[src/rtl/wide_alu_seq.sv]
// Purpose: 16-bit logic/shift sequencer run as two chained 8-bit slice passes (MSW:LSW); optional ROL/ROR behind macro WIDE_ALU_SEQ_ROTATE_EN.
// Latency: START accepted at edge E0, RESULT/SC_OUT/ZERO registered and DONE pulsed at E2; one operation every 3 cycles.
// Backpressure: none; START is sampled only in IDLE, and a START seen while BUSY is dropped, not queued.
module wide_alu_seq (
    input  logic        CLK,
    input  logic        RESET,
    input  logic        START,
    input  logic [2:0]  OP,
    input  logic [15:0] INPUTA,
    input  logic [15:0] INPUTB,
    input  logic        SC_IN,
    output logic        BUSY,
    output logic        DONE,
    output logic [15:0] RESULT,
    output logic        SC_OUT,
    output logic        ZERO
);

    localparam logic [1:0] S_IDLE   = 2'd0;
    localparam logic [1:0] S_FIRST  = 2'd1;
    localparam logic [1:0] S_SECOND = 2'd2;

    localparam logic [2:0] OP_AND = 3'd0;
    localparam logic [2:0] OP_LSH = 3'd1;
    localparam logic [2:0] OP_RSH = 3'd2;
    localparam logic [2:0] OP_XOR = 3'd3;
`ifdef WIDE_ALU_SEQ_ROTATE_EN
    localparam logic [2:0] OP_ROL = 3'd4;
    localparam logic [2:0] OP_ROR = 3'd5;
`endif

    logic [1:0]  state;
    logic [2:0]  op_r;
    logic [15:0] a_r;
    logic [15:0] b_r;
    logic        sc_in_r;
    logic [7:0]  slice_r;
    logic        chain_r;

    logic [7:0]  first_slice;
    logic        first_chain;
    logic [15:0] final_result;
    logic        final_sc;

    // First pass: LSW for bitwise ops and left shifts, MSW for right shifts; also produce the chain bit.
    always_comb begin
        first_slice = 8'h00;
        first_chain = 1'b0;
        case (op_r)
            OP_AND: first_slice = a_r[7:0] & b_r[7:0];
            OP_XOR: first_slice = a_r[7:0] ^ b_r[7:0];
            OP_LSH: begin
                first_slice = {a_r[6:0], sc_in_r};
                first_chain = a_r[7];
            end
            OP_RSH: begin
                first_slice = {sc_in_r, a_r[15:9]};
                first_chain = a_r[8];
            end
`ifdef WIDE_ALU_SEQ_ROTATE_EN
            // Rotates wrap the far end of the word in place of SC_IN.
            OP_ROL: begin
                first_slice = {a_r[6:0], a_r[15]};
                first_chain = a_r[7];
            end
            OP_ROR: begin
                first_slice = {a_r[0], a_r[15:9]};
                first_chain = a_r[8];
            end
`endif
            default: begin
                first_slice = 8'h00;
                first_chain = 1'b0;
            end
        endcase
    end

    // Second pass: consume the chain bit and assemble the full word plus the final shift-out bit.
    always_comb begin
        final_result = 16'h0000;
        final_sc     = 1'b0;
        case (op_r)
            OP_AND: final_result = {a_r[15:8] & b_r[15:8], slice_r};
            OP_XOR: final_result = {a_r[15:8] ^ b_r[15:8], slice_r};
            OP_LSH: begin
                final_result = {a_r[14:8], chain_r, slice_r};
                final_sc     = a_r[15];
            end
            OP_RSH: begin
                final_result = {slice_r, chain_r, a_r[7:1]};
                final_sc     = a_r[0];
            end
`ifdef WIDE_ALU_SEQ_ROTATE_EN
            OP_ROL: begin
                final_result = {a_r[14:8], chain_r, slice_r};
                final_sc     = a_r[15];
            end
            OP_ROR: begin
                final_result = {slice_r, chain_r, a_r[7:1]};
                final_sc     = a_r[0];
            end
`endif
            default: begin
                final_result = 16'h0000;
                final_sc     = 1'b0;
            end
        endcase
    end

    // Sequencer: latch operands in IDLE, run the two slice passes, publish the result with a one-cycle DONE.
    always_ff @(posedge CLK or posedge RESET) begin
        if (RESET) begin
            state   <= S_IDLE;
            op_r    <= 3'd0;
            a_r     <= 16'h0000;
            b_r     <= 16'h0000;
            sc_in_r <= 1'b0;
            slice_r <= 8'h00;
            chain_r <= 1'b0;
            BUSY    <= 1'b0;
            DONE    <= 1'b0;
            RESULT  <= 16'h0000;
            SC_OUT  <= 1'b0;
            ZERO    <= 1'b0;
        end else begin
            DONE <= 1'b0;
            case (state)
                S_IDLE: begin
                    if (START) begin
                        op_r    <= OP;
                        a_r     <= INPUTA;
                        b_r     <= INPUTB;
                        sc_in_r <= SC_IN;
                        BUSY    <= 1'b1;
                        state   <= S_FIRST;
                    end
                end
                S_FIRST: begin
                    slice_r <= first_slice;
                    chain_r <= first_chain;
                    state   <= S_SECOND;
                end
                S_SECOND: begin
                    RESULT <= final_result;
                    SC_OUT <= final_sc;
                    ZERO   <= (final_result == 16'h0000);
                    DONE   <= 1'b1;
                    BUSY   <= 1'b0;
                    state  <= S_IDLE;
                end
                default: begin
                    BUSY  <= 1'b0;
                    state <= S_IDLE;
                end
            endcase
        end
    end

endmodule

[config.mk]
export PLATFORM = sky130hd
export DESIGN_NAME = wide_alu_seq
export DESIGN_NICKNAME = d
export VERILOG_FILES = /design/src/rtl/wide_alu_seq.sv
export SDC_FILE = /design/constraint.sdc
export NUM_CORES = 1
export LEC_CHECK = 0
export BUFFER_PORTS_ARGS = -buffer_cell sky130_fd_sc_hd__buf_2
export CAP_MARGIN = 0
export CORE_MARGIN = 2
export CORE_UTILIZATION = 51
export DETAILED_ROUTE_END_ITERATION = 12
export HOLD_SLACK_MARGIN = 0.05
export PLACE_DENSITY_LB_ADDON = 0.08
export SYNTH_ARGS = -nofsm -noshare
export SYNTH_HDL_FRONTEND = slang
export SYNTH_SLANG_ARGS = --single-unit
[constraint.sdc]
create_clock -name CLK -period 3.1 [get_ports CLK]
set_input_delay 0.465 -clock CLK [delete_from_list [all_inputs] [get_ports CLK]]
set_output_delay 0.465 -clock CLK [all_outputs]
set_load 0.03 [all_outputs]
Word level (Yosys, flattened, before mapping)

Index checks and enable logic that the tools add are counted.
W data, S select, Z words.

Register bits after elaboration: 67
Input bits: 39
Output and inout port bits: 20
Word-level logic and storage cells: 37

Eq/ne operators: 6
Multiplexer cells: 9
Bitwise logic cells: 5
Reductions and logical operators: 5

Operator list:

| operator             | count |
|---|---|
| $pmux W16 S4         | 1 |
| $pmux W8 S4          | 1 |
| $and A8 B8 Y8        | 2 |
| $logic_not A16 Y1    | 1 |
| $xor A8 B8 Y8        | 2 |
| $eq A3 B2 Y1 const B | 2 |
| $pmux W1 S2          | 3 |
| $pmux W2 S2          | 1 |
| $reduce_and A2 Y1    | 2 |
| $eq A3 B1 Y1 const B | 1 |
| $logic_not A3 Y1     | 1 |
| $eq A2 B1 Y1 const B | 1 |
| $eq A2 B2 Y1 const B | 1 |
| $logic_not A2 Y1     | 1 |
| $mux W1              | 2 |
| $mux W2              | 1 |
| $ne A2 B2 Y1 const B | 1 |
| $not A1 Y1           | 1 |

Depth between registers and ports, before layout

Depth in word-level cells: 3
Depth in mapped cells: 5
Gate-level depth less buffers: 5

Worst setup path after synthesis

Ideal clock, no wire load.

Path type: register to register
Start: reg a_r[9]
End: reg ZERO
Setup time: 0.079 ns
Arrival: 2.068 ns
Data required time: 3.021 ns
Setup slack: 0.953 ns
Stages on the path, launching flop included: 6
Buffers on the path: 0
Period minus slack after synthesis: 2.147 ns
Path through: dfrtp_1 ha_1 mux4_2 or4_4 a2111oi_4 o2bb2ai_1

Word-level cells in the longest chain between the ends: 3
Elaborated cells between the ends (all ways): 4
Classes of those cells: 1 x mux; 2 x bitwise; 1 x reduce/logical

Ends and longest elaborated chain:

| what                                                  | line   | text |
|---|---|---|
| start, declared                                       | 34     | `logic [15:0] a_r;` |
| start signal, assigned                                | 115    | `a_r <= 16'h0000;` |
| start signal, assigned                                | 131    | `a_r <= INPUTA;` |
| $xor A8 B8 Y8 / $and A8 B8 Y8 (equally long branches) | 84, 83 |  |
| $pmux W16 S4 *                                        | 82     | `case (op_r)` |
| $logic_not A16 Y1 *                                   | 146    | `ZERO <= (final_result == 16'h0000);` |
| end signal, assigned                                  | 146    |  |
| end, declared                                         | 16     | `output logic ZERO` |

Mark *: on every way between the ends. The rest lies on a longest branch, timed or not.
A chain may end at the register's enable or synchronous reset.

Worst setup path after layout

Start: reg op_r[0]
End: reg ZERO

Word-level cells in the longest chain between the ends: 3
Elaborated cells between the ends (all ways): 6
Classes of those cells: 3 x eq/ne; 1 x mux; 2 x reduce/logical

Ends and longest elaborated chain:

| what                                 | line | text |
|---|---|---|
| start, declared                      | 33   | `logic [2:0] op_r;` |
| start signal, assigned               | 114  | `op_r <= 3'd0;` |
| start signal, assigned               | 130  | `op_r <= OP;` |
| $eq A3 B2 Y1 (tied with other cells) | 82   |  |
| $pmux W16 S4 *                       | 82   |  |
| $logic_not A16 Y1 *                  | 146  |  |

Marked as above.

==> metrics.txt <==
status finished clean; max_cap viols 0; RSZ-0062 raised after global routing no; post-synthesis cell type count 28; Synth Area in XOR/XNOR 0%; CTS Root Cell clkbuf_8; clk slew on worst S/H paths 0.07 ns; Synth Area in Simple Gates 4.22%; Die Y approximately 83 um; initial antenna violation count 0; #FFs+latches synth 67; fin nets about 330; final worst path period share 80.0%; clock skew 0.00584 ns; H-Tree Depth 3; Layout fillers 484; hold buffers post-CTS 0; Post-synth EDFFs 0; wire per inst 18.2 um; Total Die Area 6930 um2; Max Transition Viols Final 0; CTS sink cnt 67; critical path buffer and inverter count 0; Compound-Gate Fraction of Synth Area 7.93%; # placed instances 343; Post-Layout Cell Count 359; Post-synth top cells 67 x dfrtp_1, 36 x mux2_2, 18 x a22o_1; Fin. Hold Viols 0; Post-CTS Setup Inserts 0; Setup CP Type reg -> reg; fraction of registers with async set/reset 100%; P&R area growth vs syn 17.8%; initial core utilization 53.5%; Mapped Cells 217; Min-Delay Path Class in -> async; fraction of layout cells with a size suffix above 1 46.5%; Mapped Nets 272; num rows 28; largest net degree at the start of global routing 46; global route overflow 0; crit path cell chain mux4_2 > or4_4 > a2111oi_4 > o2bb2ai_1; Routed WL 6.54 mm; synthesized area 3200 um2; largest family of logic cells by synthesized area multiplexers; first-pass GRT wire length ~11 mm; VDD IR max roughly 0.45 mV; endpoints failing setup 0; post-synthesis adder-cell area fraction 6.25%; initial drt markers 126; CP max stage cell dfrtp_1; CTS buffer count 9; power density cells 894 nW/um2; CTS tree built; worst endpoint required time 3.36 ns; Synth top area share ~52%; min cycle time layout 2.48 ns; vias per cell 5.75; Buffers on Ports 58; Longest Clk Path Bufs 2; setup TNS 0 ns; multiplexer share of the synthesized area about 27%; Vias slightly above 2k; antenna diode count 0; Global Route Usage Sum about a fifth; Final ANT Viol Nets 0; most numerous cell in the Yosys netlist dfrtp_1; Seq/Total Area, Yosys 52.3%; Worst slew margin 38.8%; ys flop type dfrtp_1; Area contributors post-synth dfrtp_1 52%, mux2_2 13%, mux4_2 7.7%; worst-path fanout max 15; Worst Tran Pin Value slightly above 0.9 ns; DP HPWL 4.76 mm; Avg Synthesized Cell Area 14.8 um2; CORE AREA between 5000 and 6000 um2; worst reg2reg setup slack 0.62 ns; GPL Wtd Cong 0.788; DRT Pass-1 Iters 4; crit path DAT roughly 2.8 ns; CP Launch Type flip-flop; Skew-Pair Late Insertion Delay 0.35 ns; vias in the first global route 2,097; Worst path max stage delay roughly 0.8 ns; Synth area leader dfrtp_1; die width 83.3 um; Leak Pwr 1.78 nW; Core Util, Final 63.0%; total number of yosys warnings 0; I/O pin cnt 59; Critical Path End Type flip-flop; CP delay by family, top flip-flops; Max Clk Rate around 400 MHz; DRC Markers 0; post-CTS resize count 0
[metal layers]
| layer | GRT usage (%) | wire length, um |
|---|---|---|
| met5 | 0 | 0 |
| met3 | 4.37 | 304 |
| met1 | 30.0 | 3050 |
| met2 | 31.4 | 3090 |
| met4 | 9.54 | 102 |
[cells in the final DEF, fill, tap and decap left out, drive strengths merged]
cell and n:
clkbuf 10, or4 1, dfrtp 67, or2 1, mux2 36, nor2 3
bufinv 1, nand2b 1, o21ai 9, a22oi 1, ha 16, nand3 1
nor4 4, o2bb2ai 1, nor2b 2, clkinv 5, mux4 16, nor3 1
nand3b 1, nor3b 1, buf 64, nand2 10, a21o 1, a22o 18
mux2i 8, inv 4, a2111oi 1
[through the flow]
| step | power, mW | setup WS, ns | instance area, um2 | hold WS (ns) |
|---|---|---|---|---|
| after floorplan | 2.31 | 0.952 | 3200 | 0.485 |
| after global placement | 2.66 | 0.684 | 3580 | 0.457 |
| after detailed placement | 2.69 | 0.623 | 3580 | 0.465 |
| after CTS | 3.41 | 0.607 | 3770 | 0.331 |
| after global routing | 3.60 | 0.503 | 3770 | 0.333 |
| final | 3.37 | 0.619 | 3770 | 0.310 |
[flip-flops by register name, summed over array words and instances (netlist names)]
register,cells
SC_OUT,1
b_r,16
a_r,16
ZERO,1
DONE,1
RESULT,16
sc_in_r,1
chain_r,1
slice_r,8
BUSY,1
state,2
op_r,3
[where the power goes]
part           internal (mW)  switching, mW
clock                  0.386          0.329
sequential              1.16          0.285
combinational          0.605          0.608
total                   2.15           1.22
[path summary, 6_finish.rpt]
kind | to | start | cells after the start
max | ZERO$_DFFE_PP0P_ | op_r[0]$_DFFE_PP0P_ | 4
min | state[0]$_DFFE_PP0N_ | RESET | 2
max reg2reg | ZERO$_DFFE_PP0P_ | op_r[0]$_DFFE_PP0P_ | 4
min reg2reg | RESULT[7]$_DFFE_PP0P_ | RESULT[7]$_DFFE_PP0P_ | 2
max in group asynchronous | op_r[1]$_DFFE_PP0P_ | RESET | 3
min in group CLK | a_r[7]$_DFFE_PP0P_ | INPUTA[7] | 2
[final cells by class]
cell class                      instances  area (um2)  area share (%)
Sequential cell                        67        1680            44.4
Multi-Input combinational cell        133        1460            38.7
Timing Repair Buffer                   64         335            8.89
Clock buffer                           10         138            3.65
Tap cell                               75        93.8            2.49
Clock inverter                          6        55.1            1.46
Inverter                                4        15.0           0.398
[kinds of logic after synthesis]
logic type,after synthesis
flops,67
mux,60
compound gates,31
simple gates,26
buf+inv,17
fa+ha+maj,16
(Power assumes the default switching activity.)
